--- config.mk ---
export PLATFORM = sky130hd
export DESIGN_NAME = float_convert_pipe
export DESIGN_NICKNAME = d
export VERILOG_FILES = /design/src/rtl/fpu_types_pkg.sv /design/src/rtl/fcvt_hs_core.sv /design/src/rtl/float_convert_pipe.sv
export SDC_FILE = /design/constraint.sdc
export NUM_CORES = 1
export LEC_CHECK = 0
export BUFFER_PORTS_ARGS = -buffer_cell sky130_fd_sc_hd__buf_2
export CAP_MARGIN = 10
export CELL_PAD_IN_SITES_DETAIL_PLACEMENT = 2
export CELL_PAD_IN_SITES_GLOBAL_PLACEMENT = 2
export CORE_ASPECT_RATIO = 1.1
export CORE_MARGIN = 4
export CORE_UTILIZATION = 35
export CTS_CLUSTER_DIAMETER = 50
export DETAILED_ROUTE_END_ITERATION = 8
export PLACE_DENSITY_LB_ADDON = 0.1
export SLEW_MARGIN = 20
export SYNTH_ARGS = -nofsm -noshare
export SYNTH_HDL_FRONTEND = slang
export SYNTH_SLANG_ARGS = --single-unit
--- constraint.sdc ---
create_clock -name CLK -period 5.8 [get_ports CLK]
set_clock_uncertainty 0.2 [all_clocks]
set_input_delay 0.58 -clock CLK [delete_from_list [all_inputs] [get_ports CLK]]
set_output_delay 0.58 -clock CLK [all_outputs]
set_load 0.005 [all_outputs]
--- src/rtl/fpu_types_pkg.sv ---
// Shared FPU types: conversion direction, rounding modes, special constants,
// flag bit positions and the record passed between the converter halves.
package fpu_types_pkg;

  typedef enum logic {
    CVT_S2H = 1'b0,
    CVT_H2S = 1'b1
  } fpu_fmt_cvt_t;

  typedef enum logic [2:0] {
    RM_RNE = 3'b000,
    RM_RTZ = 3'b001,
    RM_RDN = 3'b010,
    RM_RUP = 3'b011,
    RM_RMM = 3'b100
  } fpu_rm_t;

  localparam logic [15:0] CANON_NAN_H = 16'h7E00;
  localparam logic [31:0] CANON_NAN_S = 32'h7FC00000;
  localparam logic [15:0] HALF_MAX    = 16'h7BFF;
  localparam logic [15:0] NAN_BOX     = 16'hFFFF;

  // Flag vector is {NV,DZ,OF,UF,NX}
  localparam int FLG_NV = 4;
  localparam int FLG_DZ = 3;
  localparam int FLG_OF = 2;
  localparam int FLG_UF = 1;
  localparam int FLG_NX = 0;

  // Unpack -> round boundary. When special is set the result is already
  // final; otherwise exp/man/guard/sticky describe a half value to round.
  typedef struct packed {
    logic        special;
    logic [31:0] spec_data;
    logic [4:0]  spec_flags;
    logic        sign;
    fpu_rm_t     rm;
    logic        big;     // exponent beyond half range before rounding
    logic        tiny;    // denormalised into the half subnormal range
    logic [4:0]  exp;     // half exponent field (0 when tiny)
    logic [10:0] man;     // kept significand incl. hidden bit
    logic        guard;
    logic        sticky;
  } cvt_mid_t;

  typedef struct packed {
    logic [31:0] data;
    logic [4:0]  flags;
  } cvt_res_t;

  // Reserved rounding codes fall back to round-to-nearest-even.
  function automatic fpu_rm_t rm_decode(input logic [2:0] rm);
    return (rm > 3'd4) ? RM_RNE : fpu_rm_t'(rm);
  endfunction

endpackage

--- src/rtl/fcvt_hs_core.sv ---
// Combinational FP32<->FP16 converter, split into an unpack/normalise half
// (in_* -> mid_o) and a round/pack half (mid_i -> res). The wrapper decides
// whether a register sits between the two.
module fcvt_hs_core
  import fpu_types_pkg::*;
(
  input  logic [31:0]  in_data,
  input  fpu_fmt_cvt_t in_cvt,
  input  logic [2:0]   in_rm,
  output cvt_mid_t     mid_o,
  input  cvt_mid_t     mid_i,
  output cvt_res_t     res
);

  logic [7:0]        se;
  logic [22:0]       sf;
  logic [23:0]       sig;
  logic signed [9:0] hexp;
  logic signed [9:0] dsh;
  logic [9:0]        shamt;
  logic [49:0]       wide;
  logic [4:0]        he5;
  logic [9:0]        hf;
  logic [3:0]        lead;
  logic [10:0]       hnorm;

  // Unpack: classify specials, rebias, denormalise into 11 kept bits + G/S
  always_comb begin
    mid_o = '0;
    se    = in_data[30:23];
    sf    = in_data[22:0];
    sig   = {(se != 8'd0), sf};
    hexp  = $signed({2'b00, ((se == 8'd0) ? 8'd1 : se)}) - 10'sd112;
    dsh   = 10'sd1 - hexp;
    shamt = 10'd0;
    he5   = in_data[14:10];
    hf    = in_data[9:0];
    lead  = 4'd0;
    for (int i = 0; i < 10; i++)
      if (hf[i]) lead = i[3:0];
    hnorm = {1'b0, hf} << (4'd10 - lead);

    if (in_cvt == CVT_H2S) begin
      // Widening is exact, so everything resolves here.
      mid_o.special = 1'b1;
      if (in_data[31:16] != NAN_BOX)
        mid_o.spec_data = CANON_NAN_S;
      else if (he5 == 5'h1F) begin
        if (hf == 10'd0) mid_o.spec_data = {in_data[15], 8'hFF, 23'd0};
        else begin
          mid_o.spec_data          = CANON_NAN_S;
          mid_o.spec_flags[FLG_NV] = ~hf[9];
        end
      end else if (he5 == 5'd0) begin
        if (hf == 10'd0) mid_o.spec_data = {in_data[15], 31'd0};
        else mid_o.spec_data = {in_data[15], 8'd103 + {4'd0, lead}, hnorm[9:0], 13'd0};
      end else
        mid_o.spec_data = {in_data[15], {3'd0, he5} + 8'd112, hf, 13'd0};
    end else begin
      mid_o.sign = in_data[31];
      mid_o.rm   = rm_decode(in_rm);
      if (se == 8'hFF) begin
        mid_o.special = 1'b1;
        if (sf != 23'd0) begin
          mid_o.spec_data          = {NAN_BOX, CANON_NAN_H};
          mid_o.spec_flags[FLG_NV] = ~sf[22];
        end else
          mid_o.spec_data = {NAN_BOX, in_data[31], 5'h1F, 10'd0};
      end else if (se == 8'd0 && sf == 23'd0) begin
        mid_o.special   = 1'b1;
        mid_o.spec_data = {NAN_BOX, in_data[31], 15'd0};
      end else begin
        if (hexp >= 10'sd31)
          mid_o.big = 1'b1;
        else if (hexp <= 10'sd0) begin
          mid_o.tiny = 1'b1;
          // Beyond 26 places every bit is sticky anyway.
          shamt = (dsh > 10'sd26) ? 10'd26 : dsh;
        end else
          mid_o.exp = hexp[4:0];
      end
    end

    wide         = {sig, 26'd0} >> shamt;
    mid_o.man    = mid_o.big ? 11'd0 : wide[49:39];
    mid_o.guard  = wide[38];
    mid_o.sticky = |wide[37:0];
  end

  logic        inexact;
  logic        inc;
  logic        ovf;
  logic [14:0] sum;
  logic [15:0] half;

  // Round/pack: apply the rounding increment and resolve overflow by mode
  always_comb begin
    res     = '0;
    half    = '0;
    inexact = mid_i.guard | mid_i.sticky;
    case (mid_i.rm)
      RM_RTZ:  inc = 1'b0;
      RM_RDN:  inc = mid_i.sign & inexact;
      RM_RUP:  inc = ~mid_i.sign & inexact;
      RM_RMM:  inc = mid_i.guard;
      default: inc = mid_i.guard & (mid_i.sticky | mid_i.man[0]);
    endcase
    // Carry out of the fraction walks into the exponent field, which also
    // promotes a rounded-up subnormal to the minimum normal.
    sum = {mid_i.exp, mid_i.man[9:0]} + {14'd0, inc};
    // Overflow once the magnitude reaches the nearest-rounding threshold
    // (65520) in any mode, or when the increment itself reaches infinity.
    ovf = mid_i.big
        | ((mid_i.exp == 5'd30) && (mid_i.man == 11'h7FF) && mid_i.guard)
        | (sum[14:10] == 5'h1F);

    if (mid_i.special) begin
      res.data  = mid_i.spec_data;
      res.flags = mid_i.spec_flags;
    end else begin
      if (ovf) begin
        res.flags[FLG_OF] = 1'b1;
        res.flags[FLG_NX] = 1'b1;
        case (mid_i.rm)
          RM_RTZ:  half = {mid_i.sign, HALF_MAX[14:0]};
          RM_RDN:  half = mid_i.sign ? 16'hFC00 : HALF_MAX;
          RM_RUP:  half = mid_i.sign ? {1'b1, HALF_MAX[14:0]} : 16'h7C00;
          default: half = {mid_i.sign, 15'h7C00};
        endcase
      end else begin
        half              = {mid_i.sign, sum};
        res.flags[FLG_NX] = inexact;
        res.flags[FLG_UF] = mid_i.tiny & inexact;
      end
      res.data = {NAN_BOX, half};
    end
  end

endmodule

--- src/rtl/float_convert_pipe.sv ---
// Pipelined FP32<->FP16 converter with valid/ready handshake. One global
// advance enable moves every stage together; bubbles are not collapsed.
module float_convert_pipe
  import fpu_types_pkg::*;
#(
  parameter int STAGES = 2,
  parameter int TAG_W  = 4
) (
  input  logic             CLK,
  input  logic             RST,
  input  logic             in_valid,
  output logic             in_ready,
  input  logic [31:0]      in_data,
  input  fpu_fmt_cvt_t     in_cvt,
  input  logic [2:0]       in_rm,
  input  logic [TAG_W-1:0] in_tag,
  output logic             out_valid,
  input  logic             out_ready,
  output logic [31:0]      out_data,
  output logic [4:0]       out_flags,
  output logic [TAG_W-1:0] out_tag
);

  // First register holding a rounded result: after the unpack register
  // when there are at least two stages.
  localparam int RF = (STAGES == 1) ? 1 : 2;

  logic                        adv;
  logic [STAGES:1]             vld_pipe;
  logic [STAGES:1][TAG_W-1:0]  tag_pipe;
  cvt_res_t                    res_pipe [STAGES:RF];
  cvt_mid_t                    mid_d, mid_r;
  cvt_res_t                    res_d;

  assign adv      = ~out_valid | out_ready;
  assign in_ready = adv;

  fcvt_hs_core u_core (
    .in_data (in_data),
    .in_cvt  (in_cvt),
    .in_rm   (in_rm),
    .mid_o   (mid_d),
    .mid_i   (mid_r),
    .res     (res_d)
  );

  generate
    if (STAGES == 1) begin : g_no_mid
      assign mid_r = mid_d;
    end else begin : g_mid
      cvt_mid_t mid_q;
      // Unpack/normalise register
      always_ff @(posedge CLK) begin
        if (RST)      mid_q <= '0;
        else if (adv) mid_q <= mid_d;
      end
      assign mid_r = mid_q;
    end
  endgenerate

  // Valid and tag shift registers; reset discards everything in flight
  always_ff @(posedge CLK) begin
    if (RST) begin
      vld_pipe <= '0;
      tag_pipe <= '0;
    end else if (adv) begin
      vld_pipe[1] <= in_valid;
      tag_pipe[1] <= in_tag;
      for (int i = 2; i <= STAGES; i++) begin
        vld_pipe[i] <= vld_pipe[i-1];
        tag_pipe[i] <= tag_pipe[i-1];
      end
    end
  end

  // Rounded result register plus any trailing delay registers
  always_ff @(posedge CLK) begin
    if (RST) begin
      for (int i = RF; i <= STAGES; i++) res_pipe[i] <= '0;
    end else if (adv) begin
      res_pipe[RF] <= res_d;
      for (int i = RF + 1; i <= STAGES; i++) res_pipe[i] <= res_pipe[i-1];
    end
  end

  assign out_valid = vld_pipe[STAGES];
  assign out_tag   = tag_pipe[STAGES];
  assign out_data  = res_pipe[STAGES].data;
  assign out_flags = res_pipe[STAGES].flags;

endmodule

Word level (Yosys, flattened, before mapping)
Memory sizes are Yosys's and may differ from the RTL's.
Cells that the tools add are included.
{"block": "op_classes", "n_bitwise": 14, "n_lt_le_gt_ge": 4, "reduce_logical": 10, "eq_ne": 10, "addsub": 6, "n_mux": 56, "n_shift": 2}
{"op": "two-way mux 32 bit", "n": 4}
{"op": "two-way mux 33 bit", "n": 2}
{"op": "two-way mux 16 bit", "n": 4}
{"op": "two-way mux 31 bit", "n": 2}
{"op": "two-way mux 10 bit", "n": 6}
{"op": "right shift 50 x 10 -> 50 bit", "n": 1}
{"op": "case mux 16 bit (3 select lines)", "n": 1}
{"op": "OR reduction 38 bit", "n": 1}
{"op": "two-way mux 37 bit", "n": 1}
{"op": "two-way mux 34 bit", "n": 1}
{"op": "two-way mux 4 bit", "n": 8}
{"op": "zero test 23 bit", "n": 1}
{"op": "nonzero test 23 bit", "n": 1}
{"op": "two-way mux 11 bit", "n": 2}
{"op": "two-way mux 1 bit", "n": 16}
{"op": "inequality test 16 bit, second input constant", "n": 1}
{"op": "adder 15 x 1 -> 15 bit", "n": 1}
{"op": "== test 5 bit, second input constant", "n": 3}
{"op": "two-way mux 7 bit", "n": 2}
{"op": "== test 11 bit, second input constant", "n": 1}
{"op": "greater-or-equal comparator 10 x 6 -> 1 bit, second input constant", "n": 1}
{"op": "> comparator 10 x 6 -> 1 bit, second input constant", "n": 1}
{"op": "<= comparator 10 x 1 -> 1 bit, second input constant", "n": 1}
{"op": "zero test 10 bit", "n": 1}
{"op": "other kinds (24)", "n": 39}
{"block": "totals", "memories": 1, "input_bits": 44, "mem_bits_rw": 37, "register_bits": 68}
{"name": "res_pipe", "words": 1, "word_bits": 37, "rd": 1, "rd_clocked_by_memory_dff": 0, "wr": 1, "line": "float_convert_pipe.sv:31", "rtl": "cvt_res_t res_pipe [STAGES:RF];"}

Longest topological paths before layout
Gate-level depths: netlist of the first run.
{"block": "depth", "depth_word": 16, "ltp_mapped": 23, "mapped_depth_nobuf": 18}

By module
From an unflattened synthesis of the first run, not the netlist that was laid out.
{"block": "hier_totals", "hier_cells": 1023, "area_unflattened_um2": 8595.7}
{"mod": "float_convert_pipe", "area_per_inst_um2": 4667.0, "n_inst": 1, "seq_area_each_um2": 2552.4, "cells_per_inst": 409}
{"mod": "fcvt_hs_core", "area_per_inst_um2": 3928.8, "n_inst": 1, "seq_area_each_um2": 0.0, "cells_per_inst": 614}

Worst setup path before layout of the first run
Ideal clock, no wire load.
{"block": "synth_timing", "path_type": "in2reg", "from": "input in_data[27]", "to": "register g_mid.mid_q[0] in the netlist's numbering", "arrival_ns": 5.098, "required_time_ns": 5.468, "setup_time_ns": 0.132, "stages": 22, "slack_ns": 0.369, "cell_sequence": "clkbuf_1 -> inv_1 -> ha_1 -> nand4bb_1 -> o311a_1 -> a211oi_1 -> nor2_1 -> o21ai_0 -> ha_1 -> clkbuf_1 -> nor3_1 -> a211oi_1 -> or3_1 -> clkbuf_1 -> buf_2 -> a221o_1 -> a22oi_2 -> o211ai_1 -> a22oi_1 -> nand3_1 -> o32ai_1 -> a32oi_1"}
{"block": "synth_via", "elab_chain_cells": 13}
{"item": "start, declared", "line": "float_convert_pipe.sv:13", "rtl": "input logic [31:0] in_data,"}
{"item": "zero test 8 bit", "line": "fcvt_hs_core.sv:33, fcvt_hs_core.sv:69"}
{"item": "two-way mux 8 bit", "line": "fcvt_hs_core.sv:33", "rtl": "hexp = $signed({2'b00, ((se == 8'd0) ? 8'd1 : se)}) - 10'sd112;"}
{"item": "subtractor 8 x 7 -> 9 bit", "line": "fcvt_hs_core.sv:33"}
{"item": "subtractor 2 x 10 -> 10 bit", "line": "fcvt_hs_core.sv:34", "rtl": "dsh = 10'sd1 - hexp;"}
{"item": "> comparator 10 x 6 -> 1 bit", "line": "fcvt_hs_core.sv:78", "rtl": "shamt = (dsh > 10'sd26) ? 10'd26 : dsh;"}
{"item": "two-way mux 10 bit", "line": "fcvt_hs_core.sv:78"}
{"item": "two-way mux 10 bit", "line": "fcvt_hs_core.sv:75", "rtl": "else if (hexp <= 10'sd0) begin"}
{"item": "two-way mux 10 bit", "line": "fcvt_hs_core.sv:73", "rtl": "if (hexp >= 10'sd31)"}
{"item": "two-way mux 10 bit", "line": "fcvt_hs_core.sv:69", "rtl": "end else if (se == 8'd0 && sf == 23'd0) begin"}
{"item": "two-way mux 10 bit", "line": "fcvt_hs_core.sv:62", "rtl": "if (se == 8'hFF) begin"}
{"item": "two-way mux 10 bit", "line": "fcvt_hs_core.sv:43", "rtl": "if (in_cvt == CVT_H2S) begin"}
{"item": "right shift 50 x 10 -> 50 bit (*)", "line": "fcvt_hs_core.sv:84", "rtl": "wide = {sig, 26'd0} >> shamt;"}
{"item": "OR reduction 38 bit (*)", "line": "fcvt_hs_core.sv:87", "rtl": "mid_o.sticky = |wide[37:0];"}
{"item": "end signal, assigned", "line": "float_convert_pipe.sv:55", "rtl": "else if (adv) mid_q <= mid_d;"}
{"item": "end, declared", "line": "float_convert_pipe.sv:51", "rtl": "cvt_mid_t mid_q;"}
Mark *: on every way between the ends. The rest lies on a longest branch, timed or not.
A chain may end at the register's enable or synchronous reset.

Worst setup path in the final report of the first run
Same ends and word-level chain as after synthesis.

==> out/results.tsv, run 1 <==
metric	value	unit
h-tree-depth	3	
post_cts_buffers	0	
finalSetupTns	0	ns
rsz0062_at_grt	no	
portBuffers	85	
syn_to_final_growth	13.3	%
worstRegToRegCells	18	
numCtsBuffers	9	
vias	5998	
finalHoldViolations	0	
core	0.0171	sq mm
drv_slew	0	
r2r_end	res_pipe[2][15]	
grt_pass1_vias	6323	
nets	846	
hold_path_class	flip-flop to flip-flop	
async_reset_ff_share	0	%
power_leakage	2.81	nW
total_power	1.72	mW
powerDensity	247	mW/mm^2
layout_commonest_cell	buf_2	
clk_latency	0.35	ns
setup_viol	0	
vdd_drop_max	0.000150	V
dr.first_iter.drc_count	331	
ys.flop_type	dfxtp_1	
r2r_start	g_mid.mid_q[21]	
cp-end-kind	flip-flop	
drc	0	
clock_path_buffers	2	
grt.overflow.total	0	
io_pins	87	
use_met3	2.05	%
initial_core_util	35.8	%
wl_per_cell	22.6	um
die_w	134	um
path_clk_slew	0.06	ns
outcome	completed	
cts_tree	built	
avgSynthCellArea	8.20	sq um
hp-start	out_tag[0]	
drt-total-wl	23.2	mm
layout_common_cells	buf_2, nand2_1, nor2_1, a21oi_1, dfxtp_1	
netlist_area	0.00613	sq mm
ant_nets	0	
first_pass_iters	5	
antenna_found_initial	0	
dieArea	0.0197	sq mm
drv_cap	0	
place_hpwl	17.9	mm
ys_types	76	
drt-vias-per-instance	5.83	
worstSetupStartpointType	primary input	
clock_sinks	91	
synth_edf_count	35	
grt_usage	23.5	%
syn_nets	804	
gr-usage-met2	40.2	%
synth_area_leaders	dfxtp_1, edfxtp_1, a21oi_1	
ys_seq_area_share	35.4	%
synth_seq_cells	91	
n_antenna_cell	0	
synth_top_cell_by_area	dfxtp_1	
gp_congestion	0.866	
worst_pin_slew	0.782	ns
holdPathStages	2	
yosysWarnings	0	
max_clock_freq	188	MHz
fin_crit_sh	91.5	%
cp.arrival	5.32	ns
path_max_fanout	14	
critPathKind	primary input to flip-flop	
syn-instance-count	748	
ff2ff_setup_slack	1.39	ns
period_needed	5.31	ns
busiest_layer	met2	
grt_max_degree	37	
whs_endpoint	out_tag[0]	
critPathRequiredTime	5.81	ns
synth_top_area_share	18.3	%
num_rows	50	
die_h	147	um
grt_pass1_wl	37.0	mm
grt_util_met1	32.0	%
root_buffer	clkbuf_16	
slew_headroom	47.9	%
drive_gt1_share	17.5	%
==> power by group <==
group          switching, mW  internal (mW)  total, mW
Sequential            0.0277          0.703      0.731
Clock                  0.241          0.386      0.627
Combinational          0.227          0.131      0.358
==> sequential cells by signal (all words and copies together) (netlist names) <==
name,flops
g_mid.mid_q,46
out_tag,4
res_pipe,35
tag_pipe,4
vld_pipe,2
==> worst max-delay path: stages <==
cell and delay, ns:
buf_2 0.21, inv_1 0.11, ha_1 0.39, nand4bb_1 0.28, o311a_1 0.36, a211oi_1 0.32, nor2_1 0.09, o21ai_0 0.09
ha_1 0.35, nor3_1 0.31, a211oi_2 0.15, or3_4 0.46, a221oi_1 0.41, nor2_1 0.14, a211o_1 0.36, a21boi_1 0.15
nand3_1 0.11, o32ai_1 0.30, a32oi_1 0.14
==> cells by family after synthesis <==
kind of cell / synth area share [%]
other: 0.0612
AO/OA/AOI/OAI: 27.1
flip-flops: 35.4
multiplexers: 4.04
buffers and inverters: 6.82
XOR/XNOR: 2.71
adder cells (fa/ha/maj): 2.45
AND/OR/NAND/NOR: 21.4
==> how the worst max path moves through the flow <==
stage          slack (ns)        start              to  depth (start not counted)
2_1_floorplan        0.37  in_data[27]  g_mid.mid_q[0]                         22
3_3_place_gp         0.26  in_data[27]  g_mid.mid_q[0]                         19
3_5_place_dp         0.03  in_data[27]  g_mid.mid_q[0]                         19
4_1_cts              0.38  in_data[27]  g_mid.mid_q[0]                         19
5_1_grt              0.13  in_data[27]  g_mid.mid_q[0]                         19
6_report             0.49  in_data[27]  g_mid.mid_q[0]                         19
==> synthesized netlist by cell type (all sizes together), types with 7 or more instances <==
cell type  count
a21o           9
a21oi         64
a221oi         8
a22o          13
a22oi         11
a31oi         13
and2           8
buf           25
clkbuf        41
dfxtp         56
edfxtp        35
ha            12
inv           23
mux2i         18
nand2         84
nand3         23
nand4         12
nor2          69
nor3          24
nor4           7
o211ai        10
o21a          10
o21ai         49
o22ai         10
xnor2         12
xor2           7
==> stage by stage <==
| stage | instance area, sq um | hold slack (ns) | setup WS [ns] | cells | utilization (%) |
|---|---|---|---|---|---|
| floorplan | 6130 | 0.218 | 0.369 | 748 | - |
| global placement | 6610 | 0.234 | 0.258 | 1013 | 38.6 |
| detailed placement | 6610 | 0.251 | 0.0346 | 1013 | 38.6 |
| CTS | 6940 | 0.262 | 0.376 | 1029 | 40.5 |
| global route | 6950 | 0.273 | 0.133 | 1029 | 40.5 |
| finish | 6950 | 0.259 | 0.491 | 1029 | 40.5 |
==> what timing repair did <==
item                                    4_1_cts  5_1_grt
endpoints found under the hold margin         0        0
endpoints found under the setup margin        0        1
resized for setup                             0        3
hold buffers                                  0        0
==> area by class of cell <==
| type | count | area [sq um] |
|---|---|---|
| inverters | 23 | 86.3 |
| well taps | 234 | 293 |
| clock buffers | 13 | 283 |
| repair buffers | 97 | 515 |
| flip-flops and latches | 91 | 2170 |
| fillers | 1998 | 10200 |
| clock inverters | 3 | 42.5 |
| multi-input cells | 568 | 3560 |
==> routing by layer <==
| metal | vias to the layer above | part of all wire, % | routed length [um] |
|---|---|---|---|
| met3 | 22 | 3.0 | 692 |
| li1 | 2848 | - | - |
| met2 | 129 | 50 | 11600 |
| met1 | 2999 | 46 | 10700 |
| met5 | - | 0 | 0 |
| met4 | 0 | 1.3 | 308 |
Power figures use the tool's default switching activity.
==> inputs of run 2 (changes only) <==
- CORE_MARGIN: 4 -> 2
- CORE_UTILIZATION: 35 -> 31
- PLACE_DENSITY: default -> 0.79
- PLACE_DENSITY_LB_ADDON: 0.1 -> default
- clock period: 5.8 -> 4.6 ns (I/O delays scaled with it)
==> run 2 against run 1 <==
  * Core utilization up 1.2 points
  * Largest power group unchanged
  * Combinational power rose by 68%
  * Power is 35% higher
  * Critical path type unchanged
  * Highest routed layer unchanged
==> out/results.tsv, run 2 (synthesis results as in run 1) <==
metric	value	unit	change
worstSetupStartpointType	primary input		
initial_core_util	31.9	%	-3.9 points
gr-usage-met2	44.9	%	+4.6 points
dp.cells	1115		+10%
hold_path_class	primary input to flip-flop		
largest-register	g_mid.mid_q		
use_met3	2.55	%	+0.49 points
dieArea	0.0209	sq mm	+6.2%
cp.arrival	4.59	ns	-0.73 ns
power_leakage	3.35	nW	+19%
largest_reg_flops	46		unchanged
die_w	138	um	+2.9%
combPwrFrac	26.1	%	+5.2 points
numCtsBuffers	9		unchanged
powerDensity	288	mW/mm^2	+17%
p_sw_share	29.9	%	+1.1 points
root_buffer	clkbuf_16		
path_max_fanout	8		-6
vdd_drop_max	0.000195	V	+30%
grt_pass1_wl	41.3	mm	+12%
vias	6700		+12%
gp_congestion	0.892		+3.0%
slew_headroom	35.7	%	-12 points
ff2ff_setup_slack	0.16	ns	-1.23 ns
die_h	151	um	+3.2%
fin_crit_sh	99.6	%	
ant_nets	0		unchanged
drv_slew	0		unchanged
period_needed	4.58	ns	
slowest_delay	0.45	ns	about the same
endpoint	g_mid.mid_q[0]		
clock_path_buffers	2		unchanged
crit_buf_inv	5		+3
switchingPower	0.692	mW	+40%
path_clk_slew	0.07	ns	about the same
cts_tree	built		
busiest_layer	met2		
core	0.0192	sq mm	+12%
worst_pin_slew	0.962	ns	+0.180 ns
timing.hold.ws	0.166	ns	-0.0926 ns
reg_top3	g_mid.mid_q: 46 flops, res_pipe: 35 flops		
antenna_found_initial	0		unchanged
first_pass_iters	5		unchanged
nFillCells	2202		+10%
layout_commonest_cell	buf_4		
finalNonFillerCells	1145		+11%
dr.first_iter.drc_count	368		+11%
critPathRequiredTime	4.61	ns	-1.20 ns
worstRegToRegCells	18		unchanged
drc	0		unchanged
cp_common_cell	ha_4		
clk_latency	0.34	ns	about the same
grt.overflow.total	0		unchanged
drv_cap	0		unchanged
slowest_stage	or3_4		
path_depth	22		+3
portBuffers	85		unchanged
internal-power	1.62	mW	+33%
seqPwrFrac	40.0	%	-2.6 points
critPathKind	primary input to flip-flop		
h-tree-depth	3		unchanged
power_frac_clock	33.9	%	-2.6 points
clock_sinks	91		unchanged
io_pins	87		unchanged
grt_max_degree	37		unchanged
setup_viol	0		unchanged
grt_usage	25.0	%	+1.5 points
n_antenna_cell	0		unchanged
r2r_end	res_pipe[2][15]		
rsz0062_at_grt	yes		
layout_common_cells	buf_4, nand2_1, buf_2, nor2_1, a21oi_1		
wl_per_cell	24.1	um	+6.9%
critPathLaunch	in_data[27]		
cp-end-kind	flip-flop		
grt_pass1_vias	7122		+13%
r2r_start	g_mid.mid_q[20]		
place_hpwl	19.7	mm	+10%
drive_gt1_share	30.7	%	+13 points
max_clock_freq	218	MHz	
drt-vias-per-instance	5.85		+0.39%
outcome	completed		
num_rows	53		+6.0%
crit_family	simple AND/OR/NAND/NOR gates		
nets	949		+12%
crit_path_cell_trace	buf_8 -> inv_8 -> buf_12 -> ha_4 -> nand4bb_4 -> o311a_1 -> a211oi_2 -> nor2_1 -> o21ai_2 -> ha_4 -> nor3_4 -> a211oi_4 -> or3_4 -> buf_6 -> a22oi_2 -> and2_1 -> o22ai_1 -> buf_4 -> nor4_4 -> nand3_2 -> o32ai_2 -> a32oi_1		
drt-total-wl	27.6	mm	+19%
finalHoldViolations	0		unchanged
grt_util_met1	31.5	%	-0.48 points
syn_to_final_growth	31.0	%	
-- run 2: cell count changes in the layout (fill, tap and decap cells not counted), moves of 3 or more --
cell	change
buf_4	+96
a21oi_1	-4
nor2_1	-4
a221oi_2	+3
a221oi_1	-4
ha_4	+3
ha_1	-3
buf_6	+4
a21oi_2	+3
buf_12	+3
nor2_2	+3
-- run 2: power groups by stage --
stage	Sequential, mW	Combinational (mW)	Clock (mW)
finish	0.925	0.603	0.784
global route	0.930	0.643	0.826
CTS	0.925	0.560	0.796
detailed placement	0.940	0.537	0
global placement	0.933	0.515	0
floorplan	0.929	0.299	0
-- run 2: how the worst min path moves through the flow --
stage,end,slack [ns],cells after the start,startpoint
3_3_place_gp,g_mid.mid_q[38],0.24,2,g_mid.mid_q[38]
5_1_grt,tag_pipe[3],0.17,3,in_tag[3]
4_1_cts,tag_pipe[3],0.16,3,in_tag[3]
3_5_place_dp,out_tag[1],0.25,2,out_tag[1]
6_report,tag_pipe[3],0.17,3,in_tag[3]
2_1_floorplan,g_mid.mid_q[38],0.22,2,g_mid.mid_q[38]
-- run 2: timing repair --
action                                  CTS  global route
endpoints found under the setup margin    1             5
buffers inserted                          4            10
pin swaps                                 4            20
gates resized for setup                  15            39
hold buffers                              0             0
-- run 2: through the flow --
step / setup TNS (ns) / cell area (sq um) / setup slack (ns) / utilization, % / power, mW
CTS: 0 / 7790 / 0.00268 / 40.5 / 2.28
floorplan: -0.155 / 6190 / -0.155 / - / 1.23
detailed placement: -1.29 / 7350 / -0.544 / 38.2 / 1.48
global placement: -0.298 / 7350 / -0.275 / 38.2 / 1.45
global route: -0.185 / 8030 / -0.185 / 41.8 / 2.40
finish: 0 / 8030 / 0.0190 / 41.8 / 2.31
-- run 2: worst register-to-register path: cells and delay by family (launching register included) --
family	cells	cell delay, ns
fa+ha+maj	3	0.75
simple gates	7	1.21
xor+xnor	1	0.19
compound gates	6	1.16
buf+inv	1	0.23
flops	1	0.42
-- run 2: final cells by class --
class	count	area [sq um]	share of cell area (%)
clock inverters	7	92.6	1.15
repair buffers	200	1360	16.9
clock buffers	9	225	2.80
multi-input cells	568	3770	47.0
inverters	23	98.8	1.23
flip-flops and latches	91	2170	27.1
well taps	247	309	3.85
-- run 2: metal layers --
metal  wire, um  vias up
met5          0        -
met4        852        0
met3       1020       60
met2      13700      211
met1      12000     3374
li1           -     3055
